## src/rtl/irq_pkg.sv

```systemverilog
// Shared constants, FSM encoding and the bit-7-highest priority encoder
// for the interrupt pending controller.
package irq_pkg;

    localparam int NUM_IRQ = 8;
    localparam int CODE_W  = 3;

    typedef enum logic {
        ST_IDLE    = 1'b0,
        ST_PRESENT = 1'b1
    } irq_state_e;

    // The highest set bit wins because later iterations overwrite earlier ones.
    function automatic logic [CODE_W-1:0] prio_enc(input logic [NUM_IRQ-1:0] vec);
        logic [CODE_W-1:0] code;
        code = '0;
        for (int i = 0; i < NUM_IRQ; i++) begin
            if (vec[i]) code = i[CODE_W-1:0];
        end
        return code;
    endfunction

endpackage

```

## src/rtl/irq_sync_edge.sv

```systemverilog
// Request-line synchroniser followed by a rising-edge detector.
// The rise output is combinational from flops only.
module irq_sync_edge #(
    parameter int SYNC_STAGES = 2,
    parameter int W           = 8
) (
    input  logic         clk,
    input  logic         rst,
    input  logic [W-1:0] req_in,
    output logic [W-1:0] rise
);

    logic [SYNC_STAGES-1:0][W-1:0] sync_q, sync_d;
    logic [W-1:0]                  req_d_q, req_d_d;
    logic [W-1:0]                  req_s;

    assign req_s = sync_q[SYNC_STAGES-1];

    always_comb begin
        sync_d    = sync_q;
        sync_d[0] = req_in;
        for (int s = 1; s < SYNC_STAGES; s++) begin
            sync_d[s] = sync_q[s-1];
        end
        req_d_d = req_s;
    end

    always_ff @(posedge clk) begin
        if (rst) begin
            sync_q  <= '0;
            req_d_q <= '0;
        end else begin
            sync_q  <= sync_d;
            req_d_q <= req_d_d;
        end
    end

    assign rise = req_s & ~req_d_q;

endmodule

```

## src/rtl/irq_pending_ctrl.sv

```systemverilog
// Sticky pending capture with mask qualification and a frozen-code
// valid/ack presentation FSM in front of the priority encoder.
module irq_pending_ctrl
    import irq_pkg::*;
#(
    parameter int                 SYNC_STAGES = 2,
    parameter logic [NUM_IRQ-1:0] RESET_MASK  = 8'hFF
) (
    input  logic               clk,
    input  logic               rst,
    input  logic [NUM_IRQ-1:0] req_in,
    input  logic               mask_wr,
    input  logic [NUM_IRQ-1:0] mask_in,
    input  logic               irq_ack,
    output logic               irq_valid,
    output logic [CODE_W-1:0]  irq_code,
    output logic               idle,
    output logic [NUM_IRQ-1:0] pending
);

    logic [NUM_IRQ-1:0] rise;
    logic [NUM_IRQ-1:0] pending_q, pending_d;
    logic [NUM_IRQ-1:0] mask_q, mask_d;
    logic [NUM_IRQ-1:0] eligible;
    logic [CODE_W-1:0]  sel_code;
    logic [CODE_W-1:0]  code_q;
    logic               valid_q;
    irq_state_e         state_q;
    logic               ack_fire;

    irq_sync_edge #(
        .SYNC_STAGES (SYNC_STAGES),
        .W           (NUM_IRQ)
    ) u_sync_edge (
        .clk    (clk),
        .rst    (rst),
        .req_in (req_in),
        .rise   (rise)
    );

    assign ack_fire = valid_q & irq_ack;
    assign eligible = pending_q & mask_q;
    assign sel_code = prio_enc(eligible);

    // A fresh rise on the line being acknowledged keeps it pending.
    always_comb begin
        pending_d = pending_q;
        for (int i = 0; i < NUM_IRQ; i++) begin
            if (rise[i]) begin
                pending_d[i] = 1'b1;
            end else if (ack_fire && (code_q == i[CODE_W-1:0])) begin
                pending_d[i] = 1'b0;
            end
        end
        mask_d = mask_wr ? mask_in : mask_q;
    end

    always_ff @(posedge clk) begin
        if (rst) begin
            pending_q <= '0;
            mask_q    <= RESET_MASK;
        end else begin
            pending_q <= pending_d;
            mask_q    <= mask_d;
        end
    end

    // The code is captured once on entry to PRESENT and frozen until acked.
    always_ff @(posedge clk) begin
        if (rst) begin
            state_q <= ST_IDLE;
            valid_q <= 1'b0;
            code_q  <= '0;
        end else begin
            case (state_q)
                ST_IDLE: begin
                    if (|eligible) begin
                        code_q  <= sel_code;
                        valid_q <= 1'b1;
                        state_q <= ST_PRESENT;
                    end else begin
                        valid_q <= 1'b0;
                    end
                end
                ST_PRESENT: begin
                    if (ack_fire) begin
                        valid_q <= 1'b0;
                        state_q <= ST_IDLE;
                    end
                end
                default: begin
                    valid_q <= 1'b0;
                    state_q <= ST_IDLE;
                end
            endcase
        end
    end

    assign irq_valid = valid_q;
    assign irq_code  = code_q;
    assign pending   = pending_q;
    assign idle      = (state_q == ST_IDLE) && (eligible == '0);

endmodule

```

## config.mk

```make
export PLATFORM = sky130hd
export DESIGN_NAME = irq_pending_ctrl
export DESIGN_NICKNAME = d
export VERILOG_FILES = /design/src/rtl/irq_pkg.sv /design/src/rtl/irq_sync_edge.sv /design/src/rtl/irq_pending_ctrl.sv
export SDC_FILE = /design/constraint.sdc
export NUM_CORES = 1
export LEC_CHECK = 0
export BUFFER_PORTS_ARGS = -buffer_cell sky130_fd_sc_hd__buf_2
export CAP_MARGIN = 20
export CORE_UTILIZATION = 30
export DETAILED_ROUTE_END_ITERATION = 16
export GPL_TIMING_DRIVEN = 0
export PLACE_DENSITY = 0.5
export SYNTH_ARGS = -nofsm -noshare
export SYNTH_HDL_FRONTEND = slang
export SYNTH_SLANG_ARGS = --single-unit
```

## constraint.sdc

```tcl
create_clock -name clk -period 1.1 [get_ports clk]
set_clock_uncertainty 0.15 [all_clocks]
set_input_delay 0.11 -clock clk [delete_from_list [all_inputs] [get_ports clk]]
set_output_delay 0.11 -clock clk [all_outputs]
set_load 0.02 [all_outputs]
```

==> metrics <==
status=finished, violations left; violated checks=setup timing; Final period util=139.9%; Yosys top cell by area=dfxtp_1; H-tree depth=2; logic gate share of total power=17.6%; Multi-input gate area=723.2 sq um; Main synth FF type=dfxtp_1; ant diodes=0; final hold vios=0; CP startpoint=pending[4]$_SDFFE_PP0P_; vias per cell=4.479; Peak Freq=0.6498 GHz; async set or reset register ratio after synthesis=0%; Total Power=3709 uW; Synth Net Count=between 150 and 200; first-pass GRT wire length=5.830 mm; CP Launch Type=flop; number of synthesized flops with an enable pin=0; Root Driver=clkbuf_8; fraction of layout cells with a size suffix above 1=42.06%; Crit path arrival time=1.28 ns; Initial Utilization=a little under a third; Mapped Area=1578 sq um; GP Congestion=approximately 0.72; Area growth syn-to-layout=53.69%; register area=953.4 sq um; sequential fraction of design power=roughly half; Slowest-stage cell, CP=dfxtp_4; worst-path cell chain=a22oi_4 -> nand4_1 -> nor2_4 -> buf_6; fin area=2425 sq um; clock slew at reported path FFs=0.08 ns; Die H=between 70 and 80 um; # rows=26; Num CTS Buffers=5; Post-Syn Instances=145; Die W=74.52 um; maximum capacitance violations=0; I/O Buffers=31; Net Sw Frac=25.29%; CP max FO=4; Req. time, crit path=around 0.84 ns; Boundary Pins=33; CTS sink cnt=45; CTS tree=yes; synth top area cells=dfxtp_1 57%, nor2b_1 13%, nand2b_1 4.8%; largest net degree at the start of global routing=15; RSZ-0062 raised after global routing=yes; max-slew violations=0; leakage=0.0009427 uW; Clock Path Buffers=2; final setup margin=-0.4389 ns; Hold WC Path Type=input pin to flop; critical path buffer and inverter count=1; max incr delay on CP=0.37 ns; post-DP HPWL=about 2.3 mm; total gr overflow=0; most frequent cell after synthesis=dfxtp_1; Avg Cell Area, Syn=10.88 sq um; min cycle time layout=between 1.5 and 2 ns; drt drc=0; Worst-Skew Late Latency=0.29 ns; via count=1,272; Setup-failing EPs final=16; power per cell area=1529 nW/um^2; die area=5553 sq um; reg2reg start=pending[3]$_SDFFE_PP0P_; Worst VDD drop=0.7644 mV; hold_sp=mask_wr; DRT Pass-1 Iters=6; antenna viol nets, final=0; WS Path Type=flop to output pin; initial antenna violation count=0; CORE AREA=5075 sq um; Cell Int Power=2771 uW; fillers=490; register bit total from synthesis=45; Slew @ Worst Pin=0.5237 ns; nets=233; synth warn=0; wire length per cell=12.54 um; Total GRT Usage=14.35%; P_sw=about 940 uW; WL final=roughly 3.6 mm; Synth top area share=57.10%; Placed Cells=246; Layout Cells excl Fill=284; DP Area=1867 sq um; post-synthesis sequential area ratio=between 50% and 60%; CP delay by family, top=flip-flops; DRT iter0 DRCs=35; crit end category=output pin; Post-synth top cells=45 x dfxtp_1, 32 x nor2b_1, 12 x nand2b_1, 8 x a211o_1, 8 x a21oi_1; clock network power share=32.3%; number of global-route vias before repair=1,271; post-synthesis cell type count=25; Slew headroom=65.08%; Setup WS pre-CTS=-0.2234 ns
-- layout make-up --
class,instances,share of cell area (%)
timing repair buffer,61,21.52
clock inverter,3,1.703
tap,70,3.612
clock buffer,5,2.838
multi-input combinational,93,29.82
buffer,6,1.032
inverter,1,0.1548
sequential,45,39.32
-- flip-flops by register name, summed over array words and instances, names as in the netlist --
name and cells:
irq_code 3, irq_valid 1, mask_q 8, pending 8
state_q 1, u_sync_edge.req_d_d 8, u_sync_edge.req_d_q 8, u_sync_edge.sync_d 8
-- path summary, 6_finish.rpt --
path,slack [ns],cells after the start,end
max reg2reg,-0.31,5,irq_code[2]$_SDFFE_PP0P_
max,-0.44,4,idle
min,0.04,3,mask_q[1]$_SDFFE_PP1P_
min reg2reg,0.29,1,u_sync_edge.req_d_d[5]$_SDFF_PP0_
-- cell usage in the layout, fill, tap and decap left out, types with 2 or more instances in the layout --
cell,instances
a211o_1,8
nor2_1,2
buf_4,8
a311oi_1,2
a22oi_4,2
o21ai_2,6
clkbuf_8,5
a22oi_2,2
nor2b_1,32
a32o_1,2
buf_6,17
nand2b_1,10
nand2b_4,2
buf_2,20
dfxtp_2,6
a31oi_1,2
a21oi_1,8
clkbuf_1,3
o31ai_2,2
dfxtp_4,12
dlygate4sd3_1,18
nand2_1,4
dfxtp_1,27
-- worst min-delay path: stages --
cell	delay, ns
buf_2	0.14
nor2b_1	0.11
a211o_1	0.09
-- cells by family after synthesis --
family	after synthesis	synth area share [%]
AOI/OAI and AO/OA	38	20.54
buffers and inverters	7	1.823
and+or+nand+nor	55	20.54
DFF	45	57.10
-- metrics by stage --
stage | setup TNS, ns | hold WS, ns | utilization [%]
floorplan | -0.8034 | 0.07794 | -
global placement | -1.621 | 0.1676 | 36.79
detailed placement | -2.495 | 0.1717 | 36.79
CTS | -2.228 | 0.01423 | 46.03
global route | -3.019 | 0.05563 | 47.78
finish | -2.147 | 0.04093 | 47.78
-- layer usage --
layer | track usage, % | part of all wire, % | vias to the layer above
met1 | 15.64 | 44 | 597
met5 | 0 | 0 | -
li1 | - | - | 639
met2 | 25.53 | 50 | 31
met3 | 3.930 | 3.9 | 5
met4 | 7.128 | 1.8 | 0
-- power by group through the flow --
| stage | Clock, uW | Sequential [uW] | Combinational, uW |
|---|---|---|---|
| after floorplan | 0 | 1890 | 253 |
| after global placement | 0 | 1870 | 417 |
| after detailed placement | 0 | 1870 | 424 |
| after CTS | 1260 | 1850 | 594 |
| after global routing | 1310 | 1870 | 706 |
| final | 1200 | 1860 | 653 |
-- timing repair --
item	in CTS	in global routing
hold buffers	18	0
setup endpoints to repair	25	25
gates resized for setup	41	22
hold endpoints to repair	19	0
setup buffers	10	4
pin swaps	15	8
(Power assumes the default switching activity.)
